[src/rtl/legv8_control_unit.sv]
// LEGv8 multi-cycle control unit: sequences FETCH/DECODE/EX0/EX1/HALT and drives registered ControlWord/constant.
// Optional build macro LEGV8_CU_FLAGSET_EN adds ADDS/SUBS and B.cond.
module legv8_control_unit #(
  parameter bit RESET_STATE_HALT = 1'b0
) (
  input  logic        clock,
  input  logic        reset,
  input  logic [31:0] IR,
  input  logic [3:0]  status,
  output logic [39:0] ControlWord,
  output logic [63:0] constant,
  output logic [2:0]  state,
  output logic        halted
);

  typedef enum logic [2:0] {
    FETCH = 3'd0, DECODE = 3'd1, EX0 = 3'd2, EX1 = 3'd3, HALT = 3'd7
  } state_t;

  typedef enum logic [3:0] {
    OP_ADD, OP_SUB, OP_AND, OP_ORR, OP_ADDS, OP_SUBS, OP_ADDI, OP_SUBI,
    OP_LDUR, OP_STUR, OP_B, OP_CBZ, OP_BCOND, OP_BAD
  } op_t;

  typedef struct packed {
    logic [5:0] rsvd_hi;
    logic       sl;
    logic [1:0] bus;
    logic [1:0] ps;
    logic       pc_en;
    logic       bsel;
    logic       ir_ld;
    logic       rsvd_lo;
    logic [4:0] fs;
    logic       c0;
    logic [1:0] size;
    logic       mem_w;
    logic       reg_w;
    logic [4:0] da;
    logic [4:0] sa;
    logic [4:0] sb;
  } cw_t;

  localparam logic [4:0] FS_AND    = 5'b00000;
  localparam logic [4:0] FS_ORR    = 5'b00100;
  localparam logic [4:0] FS_ADD    = 5'b01000;
  localparam logic [4:0] FS_SUB    = 5'b01001;
  localparam logic [4:0] FS_PASS_A = 5'b01100;
  localparam cw_t    NOP_CW      = cw_t'(40'h00_0006_7FFF);
  localparam state_t START_STATE = RESET_STATE_HALT ? HALT : FETCH;

  function automatic op_t decode(input logic [10:0] opc);
    op_t op;
    op = OP_BAD;
    if (opc == 11'b10001011000)        op = OP_ADD;
    if (opc == 11'b11001011000)        op = OP_SUB;
    if (opc == 11'b10001010000)        op = OP_AND;
    if (opc == 11'b10101010000)        op = OP_ORR;
    if (opc[10:1] == 10'b1001000100)   op = OP_ADDI;
    if (opc[10:1] == 10'b1101000100)   op = OP_SUBI;
    if (opc == 11'b11111000010)        op = OP_LDUR;
    if (opc == 11'b11111000000)        op = OP_STUR;
    if (opc[10:5] == 6'b000101)        op = OP_B;
    if (opc[10:3] == 8'b10110100)      op = OP_CBZ;
`ifdef LEGV8_CU_FLAGSET_EN
    if (opc == 11'b10101011000)        op = OP_ADDS;
    if (opc == 11'b11101011000)        op = OP_SUBS;
    if (opc[10:3] == 8'b01010100)      op = OP_BCOND;
`endif
    return op;
  endfunction

  // Full ARMv8 condition table on {V,C,N,Z}, masked down to EQ/NE/GE/LT/GT/LE.
  function automatic logic cond_true(input logic [3:0] cond, input logic [3:0] flags);
    logic        z, n, c, v;
    logic [15:0] tbl;
    z = flags[0];
    n = flags[1];
    c = flags[2];
    v = flags[3];
    tbl = {1'b1, 1'b1, z | (n ^ v), ~z & ~(n ^ v), n ^ v, ~(n ^ v), ~(c & ~z), c & ~z,
           ~v, v, ~n, n, ~c, c, ~z, z};
    return tbl[cond] & ((16'h3C03 >> cond) & 16'd1) != 16'd0;
  endfunction

  state_t      state_reg, state_next;
  cw_t         cw_reg, cw_next;
  logic [63:0] const_reg, const_next;
  op_t         op_reg, op_next, op_dec;
  logic [4:0]  rd_reg, rd_next, rn_reg, rn_next;
  logic        boot_reg, halted_reg, branch_taken;

  assign op_dec       = decode(IR[31:21]);
  assign branch_taken = cond_true((op_reg == OP_CBZ) ? 4'b0000 : rd_reg[3:0], status);

  always_comb begin
    state_next = state_reg;
    op_next    = op_reg;
    rd_next    = rd_reg;
    rn_next    = rn_reg;
    const_next = const_reg;
    if (boot_reg) begin
      state_next = START_STATE;
    end else begin
      case (state_reg)
        FETCH:  state_next = DECODE;
        DECODE: begin
          op_next    = op_dec;
          rd_next    = IR[4:0];
          rn_next    = IR[9:5];
          const_next = '0;
          case (op_dec)
            OP_ADDI, OP_SUBI:  const_next = {52'd0, IR[21:10]};
            OP_LDUR, OP_STUR:  const_next = {{55{IR[20]}}, IR[20:12]};
            OP_B:              const_next = {{36{IR[25]}}, IR[25:0], 2'b00};
            OP_CBZ, OP_BCOND:  const_next = {{43{IR[23]}}, IR[23:5], 2'b00};
            default:           const_next = '0;
          endcase
          state_next = (op_dec == OP_BAD) ? HALT : EX0;
        end
        EX0:     state_next = (op_reg inside {OP_LDUR, OP_CBZ, OP_BCOND}) ? EX1 : FETCH;
        EX1:     state_next = FETCH;
        default: state_next = HALT;
      endcase
    end
  end

  // The word for the state being entered is built here so it is registered alongside it.
  always_comb begin
    cw_next = NOP_CW;
    case (state_next)
      FETCH: begin
        cw_next.bus   = 2'b11;
        cw_next.ir_ld = 1'b1;
        cw_next.pc_en = 1'b1;
        cw_next.ps    = 2'b01;
      end
      EX0: begin
        case (op_next)
          OP_ADD, OP_SUB, OP_AND, OP_ORR, OP_ADDS, OP_SUBS: begin
            cw_next.da    = rd_next;
            cw_next.sa    = rn_next;
            cw_next.sb    = IR[20:16];
            cw_next.reg_w = 1'b1;
            cw_next.bus   = 2'b00;
            cw_next.fs    = (op_next == OP_AND) ? FS_AND :
                            (op_next == OP_ORR) ? FS_ORR :
                            (op_next == OP_SUB || op_next == OP_SUBS) ? FS_SUB : FS_ADD;
            cw_next.c0    = (op_next == OP_SUB) || (op_next == OP_SUBS);
            cw_next.sl    = (op_next == OP_ADDS) || (op_next == OP_SUBS);
          end
          OP_ADDI, OP_SUBI: begin
            cw_next.fs    = (op_next == OP_SUBI) ? FS_SUB : FS_ADD;
            cw_next.c0    = (op_next == OP_SUBI);
            cw_next.bsel  = 1'b1;
            cw_next.reg_w = 1'b1;
            cw_next.da    = rd_next;
            cw_next.sa    = rn_next;
          end
          OP_LDUR: begin
            cw_next.fs   = FS_ADD;
            cw_next.bsel = 1'b1;
            cw_next.sa   = rn_next;
          end
          OP_STUR: begin
            cw_next.fs    = FS_ADD;
            cw_next.bsel  = 1'b1;
            cw_next.sa    = rn_next;
            cw_next.sb    = rd_next;
            cw_next.bus   = 2'b01;
            cw_next.mem_w = 1'b1;
          end
          OP_B: begin
            cw_next.ps    = 2'b11;
            cw_next.pc_en = 1'b1;
          end
          OP_CBZ: begin
            cw_next.sa = rd_next;
            cw_next.fs = FS_PASS_A;
            cw_next.sl = 1'b1;
          end
          default: cw_next = NOP_CW;
        endcase
      end
      EX1: begin
        if (op_reg == OP_LDUR) begin
          cw_next.fs    = FS_ADD;
          cw_next.bsel  = 1'b1;
          cw_next.sa    = rn_reg;
          cw_next.bus   = 2'b11;
          cw_next.reg_w = 1'b1;
          cw_next.da    = rd_reg;
        end else if (branch_taken) begin
          cw_next.ps    = 2'b11;
          cw_next.pc_en = 1'b1;
        end
      end
      default: cw_next = NOP_CW;
    endcase
  end

  always_ff @(posedge clock) begin
    if (!reset) begin
      state_reg  <= START_STATE;
      cw_reg     <= NOP_CW;
      const_reg  <= '0;
      halted_reg <= 1'b0;
      boot_reg   <= 1'b1;
      op_reg     <= OP_BAD;
      rd_reg     <= '0;
      rn_reg     <= '0;
    end else begin
      state_reg  <= state_next;
      cw_reg     <= cw_next;
      const_reg  <= const_next;
      halted_reg <= (state_next == HALT);
      boot_reg   <= 1'b0;
      op_reg     <= op_next;
      rd_reg     <= rd_next;
      rn_reg     <= rn_next;
    end
  end

  assign ControlWord = cw_reg;
  assign constant    = const_reg;
  assign state       = state_reg;
  assign halted      = halted_reg;

endmodule

[config.mk]
export PLATFORM = sky130hd
export DESIGN_NAME = legv8_control_unit
export DESIGN_NICKNAME = d
export VERILOG_FILES = /design/src/rtl/legv8_control_unit.sv
export SDC_FILE = /design/constraint.sdc
export NUM_CORES = 1
export LEC_CHECK = 0
export ABC_AREA = 1
export CAP_MARGIN = 25
export CORE_MARGIN = 2
export CORE_UTILIZATION = 49
export DETAILED_ROUTE_END_ITERATION = 7
export PLACE_DENSITY = 0.84
export SLEW_MARGIN = 5
export SYNTH_ARGS = -nofsm -noshare
export SYNTH_HDL_FRONTEND = slang
export SYNTH_SLANG_ARGS = --single-unit
[constraint.sdc]
create_clock -name clock -period 3.5 [get_ports clock]
set_clock_uncertainty 0.05 [all_clocks]
set_input_delay 0.7 -clock clock [delete_from_list [all_inputs] [get_ports clock]]
set_output_delay 0.7 -clock clock [all_outputs]
set_load 0.05 [all_outputs]
# After elaboration in Yosys (flattened, before gate mapping)

Index checks and enable logic that the tools add are counted.
W data, S select, Z words.

Register bits: 123
Bits of input ports: 38
Output and inout port bits: 108
Word-level logic and storage cells: 143

$lt $le $gt $ge: 1
Equal/unequal tests: 38
Shift-type cells: 1
Multiplexer cells: 51
Bitwise logic cells: 12
Reductions and logical operators: 17

Operator list:

| operator               | number |
|---|---|
| $pmux W64 S4           | 1 |
| $mux W4                | 17 |
| $eq A11 B11 Y1 const B | 6 |
| $eq A4 B4 Y1 const B   | 13 |
| $pmux W5 S2            | 3 |
| $eq A4 B3 Y1 const B   | 6 |
| $pmux W11 S2           | 1 |
| $eq A10 B10 Y1 const B | 2 |
| $mux W5                | 4 |
| $pmux W4 S4            | 1 |
| $mux W3                | 5 |
| $pmux W5 S3            | 1 |
| $shr A14 B4 Y1 const A | 1 |
| $eq A3 B2 Y1 const B   | 4 |
| $pmux W3 S4            | 1 |
| $mux W11               | 1 |
| $reduce_or A10 Y1      | 1 |
| $reduce_or A2 Y1       | 5 |
| $mux W1                | 9 |
| $eq A4 B2 Y1 const B   | 2 |
| $eq A8 B8 Y1 const B   | 1 |
| $reduce_or A8 Y1       | 1 |
| $not A1 Y1             | 7 |
| $eq A6 B3 Y1 const B   | 1 |
| 18 further kinds       | 26 |

# Logic depth before layout (Yosys ltp)

Gate-level depths: netlist of run 1.

Depth in word-level cells: 20
Depth in mapped cells: 16
Depth with buffers taken out: 16

# Worst setup path before layout of run 1

No wires, ideal clock.

Kind: register to output
From: register constant[62] (netlist name)
To: output port constant[28]
Arrival time: 1.553 ns
Data required time: 2.750 ns
Setup slack: 1.197 ns
Stages on the path, launching flop included: 2
Buffers on the path: 1
Cell sequence: dfxtp_1 -> buf_4

RTL lines:

| item          | line | RTL |
|---|---|---|
| end, declared | 11   | `output logic [63:0] constant,` |

==> results.txt, run 1 <==
----------------------------------------------------
[Floorplan]
  Effective utilization at floorplan ... 51.0%
  Height of the die ... around 97 µm
  Die boundary width ... 96.8 µm
  Total Die Area ... between 9000 and 10000 µm²
  Number of placed I/O pins ... 146
  Number of placement rows ... 33
  Core area ... around 8300 µm²

[Critical path]
  R2r startpoint ... state[2]$_SDFF_PN0_
  Classification of the worst setup path ... flip-flop to output pin
  Required arrival time at the worst endpoint ... between 2 and 3 ns
  Largest fanout of any net on the critical path ... 37
  CP arrival ... about 1.9 ns
  End of the worst register-to-register path ... ControlWord[2]$_SDFF_PN1_
  Startpoint type of the worst setup path ... flip-flop
  Cell count of the worst reg-to-reg path ... 11
  Nature of the critical path endpoint ... output pin
  Register-to-register setup slack ... around 1.1 ns
  Start point of the critical path ... constant[62]$_SDFFE_PN0P_

[Job]
  Maximum Capacitance Violations ... 0

[Logic synthesis]
  Summed instance area of the synthesized netlist ... 4220 µm²
  FFs w/ async S/R, synth ... 0%
  Seq/Total Area, Yosys ... between 30% and 40%
  Cell count after synthesis ... slightly above 600
  Number of storage elements in the synthesis netlist ... 75
  Average footprint of a synthesized cell ... approximately 6.8 µm²
  Flip-flop cell with the highest count after synthesis ... dfxtp_1
  Yosys synthesis warning count ... 0
  Number of enable flip-flop cells after synthesis ... 0
  Cell taking the most area after synthesis ... dfxtp_1
  Share of the synthesized area in the top cell type ... roughly 36%
  Cells taking the most area after synthesis ... dfxtp_1, nand2_1, buf_4
  Netlist cell types ... 39

[Timing]
  Final worst-path setup slack ... 0.857 ns
  Relative slew slack ... between 40% and 50%
  Actual transition at the worst max-transition pin ... about 0.80 ns
  Final Hold Violating Endpoints ... 0
  Maximum frequency from static timing analysis ... about 380 MHz
  Final setup viols ... 0
  Pins Over Slew Limit ... 0
  Minimum clock period ... 2.64 ns
  RSZ-0062 raised after global routing ... false
  Period Utilization, post-route ... 75.5%
  Total Neg Setup Slack ... 0 ns

[Placed design]
  Routability-driven placement congestion ratio ... between 0.9 and 1
  HPWL after detailed placement ... around 9300 µm
  IO buf count ... approximately 130
  Placed cells ... between 800 and 900
  Worst setup slack after placement ... about 0.54 ns

[Power]
  Switch share ... roughly 30%
  Maximum vdd ir drop ... between 0.0002 and 0.00025 V
  Switching component of the power ... approximately 0.00058 W
  Clock network power share ... a little over a third
  Power consumption ... 0.00190 W
  Power density normalized to cell area ... approximately 350 nW/µm²
  Leakage dissipation ... around 2.3 nW
  Sequential fraction of design power ... 46.4%
  Combinational power share ... approximately 17%
  P_int ... around 0.0013 W

[Final layout]
  N_diodes ... 0
  Number of nets in the layout ... roughly 750
  Relative area change from synthesis to final layout ... 30.9%
  Filler cells ... ~710
  Share of final-layout standard cells stronger than drive strength 1 ... under 10%
  Final Non-Filler Cells ... 820

[Route]
  Number of remaining DRC errors ... 0
  Final WL ... 12300 µm
  Iteration count of the initial detailed-routing pass ... 5
  1st-iter DRT viols ... 273
  Wire length per cell ... about 15 µm
  Via count of the routed design ... 4356
  Via density ... approximately 5.3
  Antenna-violating nets left ... 0

[CTS]
  CTS root buffer ... clkbuf_8
  Number of clock buffers inserted by TritonCTS ... 9
  Number of hold buffers added after CTS ... 0
  Clock latency reported for the late side of the worst-skew pair ... about 0.37 ns
  Clock H-tree levels ... 3
  Number of clock sinks seen by CTS ... 75
  CTS resizes ... 0
  Post-CTS setup repair buffer count ... 0
  Maximum count of clock buffers along a single path ... 2
  CTS tree ... yes
  Clock edge transition at the registers on the reported setup and hold paths ... around 0.08 ns

[Worst hold path]
  Cell count of the worst hold path ... 2
  Hold WC Path Type ... flip-flop to flip-flop
  Worst Hold Endpoint ... constant[4]$_SDFFE_PN0P_
  Hold Path Origin ... constant[4]$_SDFFE_PN0P_

[GRT]
  GRT Total Usage ... a little over a quarter
  Via count of the first global-routing pass ... around 4100
  Largest net degree at the start of global routing ... between 40 and 50
  Initial antenna violation count ... 0
  Aggregate global routing overflow ... 0
  Wire length of the first global-routing pass ... 20000 µm

[Status]
  Run status ... complete, no violations

----------------------------------------------------
## power by group through the flow
stage	registers, W	clock network, W	logic [W]
after floorplan	0.000939	0	0.000181
after global placement	0.000902	0	0.000314
after detailed placement	0.000903	0	0.000319
after CTS	0.000883	0.000694	0.000321
after global routing	0.000885	0.000732	0.000350
final	0.000883	0.000696	0.000325
## area by class of cell
type	instances	area, µm²	area share, %
multi-input cells	413	2020	36.7
inverters	70	265	4.81
flip-flops and latches	75	1500	27.2
clock buffers	10	138	2.49
repair buffers	141	1390	25.3
well taps	105	131	2.38
clock inverters	6	63.8	1.16
## routing by layer
metal  up-vias  GRT usage (%)  routed length [µm]
met5         -              0                   0
met4         0           13.5                 475
li1       2127              -                   -
met2       240           43.2                5890
met1      1946           32.0                4890
met3        43           5.27                1040
## cells in the mapped netlist (4+ instances only)
library cell / instances
buf_4: 49
buf_2: 6
o21ai_0: 47
or2_2: 7
o221ai_1: 12
inv_2: 13
nor2_1: 77
inv_1: 56
nand4_1: 11
nand2_1: 132
a221oi_1: 5
clkbuf_1: 15
nor3_1: 7
nor2_2: 4
nand3_2: 4
a21oi_1: 36
dfxtp_1: 75
nand3_1: 33
## cell usage in the layout, fill, tap and decap left out, types with 3 or more instances in the layout
| master | count |
|---|---|
| nor2_1 | 77 |
| conb_1 | 11 |
| dfxtp_1 | 75 |
| inv_1 | 56 |
| a21oi_1 | 36 |
| inv_2 | 13 |
| nor3_1 | 7 |
| a221oi_1 | 5 |
| o21ai_0 | 47 |
| nor2_2 | 4 |
| nand2_4 | 3 |
| nand2_1 | 132 |
| or2_2 | 7 |
| o221ai_1 | 12 |
| clkdlybuf4s50_1 | 134 |
| nand3_2 | 4 |
| nand3_1 | 33 |
| buf_4 | 7 |
| nand4_1 | 11 |
| clkbuf_8 | 10 |
| o22ai_1 | 3 |
| nand2_2 | 3 |
## stage by stage
step	utilization (%)	hold slack [ns]	area [µm²]
after detailed placement	64.4	0.408	5320
after global placement	64.4	0.405	5320
after floorplan	-	0.404	4250
after CTS	66.8	0.420	5520
final	66.8	0.418	5520
after global routing	66.8	0.444	5520
## kinds of logic after synthesis
group           count (synthesis)  share of synthesized area (%)
xor+xnor                        2                          0.416
flops                          75                           35.6
buf+inv                       141                           17.2
fa+ha+maj                       1                          0.297
simple gates                  288                           30.8
other cells                     2                          0.178
compound gates                111                           15.6
## critical path: stages (launching register included)
cell             delay [ns]
dfxtp_1                0.33
buf_4                  0.30
clkdlybuf4s50_1        0.88
## worst max path at each step
stage                           endpoint  slack [ns]  cells past startpoint
5_1_grt        ControlWord[8]$_SDFF_PN1_        0.68                     12
3_3_place_gp   ControlWord[8]$_SDFF_PN1_        0.60                     11
3_5_place_dp   ControlWord[8]$_SDFF_PN1_        0.54                     12
6_report                    constant[33]        0.86                      2
4_1_cts                     constant[28]        0.86                      2
2_1_floorplan               constant[28]        1.20                      1
No activity file was read; power rests on OpenSTA's default activity.
==> run 2: changes to the inputs <==
--- a/config.mk
+++ b/config.mk
@@ -8,9 +8,9 @@
 export ABC_AREA = 1
 export CAP_MARGIN = 25
 export CORE_MARGIN = 2
-export CORE_UTILIZATION = 49
+export CORE_UTILIZATION = 46
 export DETAILED_ROUTE_END_ITERATION = 7
-export PLACE_DENSITY = 0.84
+export PLACE_DENSITY = 0.79
 export SLEW_MARGIN = 5
 export SYNTH_ARGS = -nofsm -noshare
 export SYNTH_HDL_FRONTEND = slang
==> constraint.sdc (replaced) <==
create_clock -name clock -period 2.5 [get_ports clock]
set_clock_uncertainty 0.05 [all_clocks]
set_input_delay 0.5 -clock clock [delete_from_list [all_inputs] [get_ports clock]]
set_output_delay 0.5 -clock clock [all_outputs]
set_load 0.05 [all_outputs]
==> results.txt, run 2 (synthesis gave the netlist of run 1 again) <==
----------------------------------------------------
[CTS]
  Clock latency reported for the late side of the worst-skew pair ... 0.36 ns (about the same)
  CTS resizes ... 0 (unchanged)
  Maximum count of clock buffers along a single path ... 2 (unchanged)
  CTS tree ... yes
  Number of hold buffers added after CTS ... 0 (unchanged)
  CTS root buffer ... clkbuf_8
  Post-CTS setup repair buffer count ... 0 (unchanged)
  Clock edge transition at the registers on the reported setup and hold paths ... 0.08 ns (about the same)
  Number of clock buffers inserted by TritonCTS ... 9 (unchanged)
  Clock H-tree levels ... 3 (unchanged)
  Number of clock sinks seen by CTS ... 75 (unchanged)

[Route]
  Wire length per cell ... 15.1 µm (+0.43%)
  Via count of the routed design ... 4510 (+3.5%)
  1st-iter DRT viols ... 252 (-7.7%)
  Via density ... 5.24 (-1.4%)
  Number of remaining DRC errors ... 0 (unchanged)
  Antenna-violating nets left ... 0 (unchanged)
  Final WL ... 13000 µm (+5.4%)
  Iteration count of the initial detailed-routing pass ... 5 (unchanged)

[Timing]
  Final setup viols ... 0 (unchanged)
  Final Hold Violating Endpoints ... 0 (unchanged)
  Relative slew slack ... 61.7% (+15 points)
  Maximum frequency from static timing analysis ... around 430 MHz
  Minimum clock period ... roughly 2.3 ns
  Period Utilization, post-route ... between 90% and 100%
  Pins Over Slew Limit ... 0 (unchanged)
  Total Neg Setup Slack ... 0 ns (unchanged)
  Actual transition at the worst max-transition pin ... 0.569 ns (-0.231 ns)
  RSZ-0062 raised after global routing ... false

[Final layout]
  Relative area change from synthesis to final layout ... 48.0%
  Finished layout cell area ... 6240 µm² (+13%)
  N_diodes ... 0 (unchanged)
  Filler cells ... 692 (-2.4%)
  Share of final-layout standard cells stronger than drive strength 1 ... 18.7% (+9.5 points)
  Commonest cells after routing, fill and taps aside ... nand2_1, clkdlybuf4s50_1, nor2_1, dfxtp_1, inv_1
  Number of nets in the layout ... 787 (+5.1%)
  Leading cell type in the layout, fill and taps excluded ... nand2_1

[Floorplan]
  Height of the die ... 99.7 µm (+3.1%)
  Die boundary width ... 99.7 µm (+3.1%)
  Number of placement rows ... 34 (+3.0%)
  Effective utilization at floorplan ... 47.9% (-3.2 points)
  Total Die Area ... 9950 µm² (+6.2%)
  Core area ... 8810 µm² (+6.6%)
  Number of placed I/O pins ... 146 (unchanged)

[Worst hold path]
  Hold Path Origin ... constant[21]$_SDFFE_PN0P_
  Cell count of the worst hold path ... 2 (unchanged)
  Hold WC Path Type ... flip-flop to flip-flop
  Worst Hold Endpoint ... constant[21]$_SDFFE_PN0P_

[Critical path]
  Critical-path cell list ... clkdlybuf4s50_1 > nand2_1 > nor2_2 > nand3b_1 > nand2_1 > nor2_1 > nand2_1 > nand2_1 > nor2_2 > nand2_2 > a21oi_4 > nand2_1
  Required arrival time at the worst endpoint ... 2.70 ns (-0.05 ns)
  Worst path most repeated cell ... nand2_1
  CP max stage cell ... clkdlybuf4s50_1
  End of the worst register-to-register path ... ControlWord[4]$_SDFF_PN1_
  R2r startpoint ... state[1]$_SDFF_PN0_
  Startpoint type of the worst setup path ... input port
  Cell count of the worst reg-to-reg path ... 9 (-2)
  Largest fanout of any net on the critical path ... 6 (-84%)
  Nature of the critical path endpoint ... flip-flop
  Highest cell delay on the worst timing path ... 0.57 ns (-0.31 ns)
  CP arrival ... 2.54 ns (+0.65 ns)
  Classification of the worst setup path ... input port to flip-flop
  Register-to-register setup slack ... 0.44 ns (-0.63 ns)

[Placed design]
  Routability-driven placement congestion ratio ... 0.929 (-0.70%)
  IO buf count ... 134 (unchanged)
  HPWL after detailed placement ... 9980 µm (+7.6%)
  Area after detailed placement ... 6010 µm² (+13%)

[GRT]
  Initial antenna violation count ... 0 (unchanged)
  Via count of the first global-routing pass ... 4214 (+1.7%)
  Wire length of the first global-routing pass ... 20700 µm (+3.1%)
  Largest net degree at the start of global routing ... 46 (-4.2%)
  GRT Total Usage ... 26.1% (about the same)
  Aggregate global routing overflow ... 0 (unchanged)

[Power]
  Maximum vdd ir drop ... 0.000289 V (+36%)
  Leakage dissipation ... 2.70 nW (+16%)
  Power density normalized to cell area ... 451 nW/µm² (+31%)

[Job]
  Maximum Capacitance Violations ... 0 (unchanged)

[Status]
  Run status ... complete, no violations

----------------------------------------------------
-- run 2: cell count changes in the layout (fill, tap and decap cells not counted), sizes merged --
cell,previous run,this run
clkinvlp,2,0
bufinv,1,2
clkdlybuf4s50,134,97
buf,7,82
clkinv,2,3
-- run 2: per-stage QoR --
step	hold WS, ns	setup WS, ns	instances	power, W	util [%]
after detailed placement	0.408	-0.142	845	0.00176	68.3
after floorplan	0.404	0.397	629	0.00157	-
final	0.423	0.162	861	0.00281	70.8
after global routing	0.449	0.0206	861	0.00292	70.8
after global placement	0.405	-0.0351	845	0.00174	68.3
after CTS	0.423	0.221	861	0.00281	70.8
-- run 2: per-layer routing --
metal / track usage, % / wire length (µm) / part of all wire [%] / vias to the layer above
met5: 0 / 0 / 0 / -
met4: 9.27 / 304 / 2.3 / 0
met3: 3.94 / 1050 / 8.1 / 32
met2: 45.4 / 6380 / 49 / 247
met1: 32.8 / 5230 / 40 / 2028
li1: - / - / - / 2203
-- run 2: where the power goes --
| group | internal, W | switching [W] | total [W] |
|---|---|---|---|
| combinational | 0.000182 | 0.000319 | 0.000502 |
| sequential | 0.00122 | 0.0000160 | 0.00124 |
| clock | 0.000591 | 0.000482 | 0.00107 |
| total | 0.00199 | 0.000817 | 0.00281 |
-- run 2: worst max path at each step --
stage,startpoint,endpoint,slack [ns]
2_1_floorplan,state[0]$_SDFF_PN0_,ControlWord[0]$_SDFF_PN1_,0.40
3_3_place_gp,IR[27],ControlWord[3]$_SDFF_PN1_,-0.04
3_5_place_dp,IR[26],ControlWord[4]$_SDFF_PN1_,-0.14
4_1_cts,IR[26],ControlWord[4]$_SDFF_PN1_,0.22
5_1_grt,IR[25],ControlWord[2]$_SDFF_PN1_,0.02
6_report,IR[25],ControlWord[4]$_SDFF_PN1_,0.16
-- run 2: layout make-up --
type	count	area [µm²]	area share [%]
sequential	75	1500	24.1
timing repair buffer	179	2090	33.5
clock inverter	6	87.6	1.40
clock buffer	10	138	2.21
multi-input combinational	413	2020	32.5
inverter	70	265	4.25
tap	108	135	2.17
-- run 2: critical path: cells and delay by family --
kind | cells | cell delay (ns)
compound gates | 1 | 0.20
buf+inv | 1 | 0.57
simple gates | 10 | 1.26
==> run 3: changes to the inputs <==
--- a/config.mk
+++ b/config.mk
@@ -6,6 +6,7 @@
 export NUM_CORES = 1
 export LEC_CHECK = 0
 export ABC_AREA = 1
+export ABC_CLOCK_PERIOD_IN_PS = 2500
 export CAP_MARGIN = 25
 export CORE_MARGIN = 2
 export CORE_UTILIZATION = 46
==> results of run 3 <==
No change in the layout: final DEF, timing and power equal those of run 2.
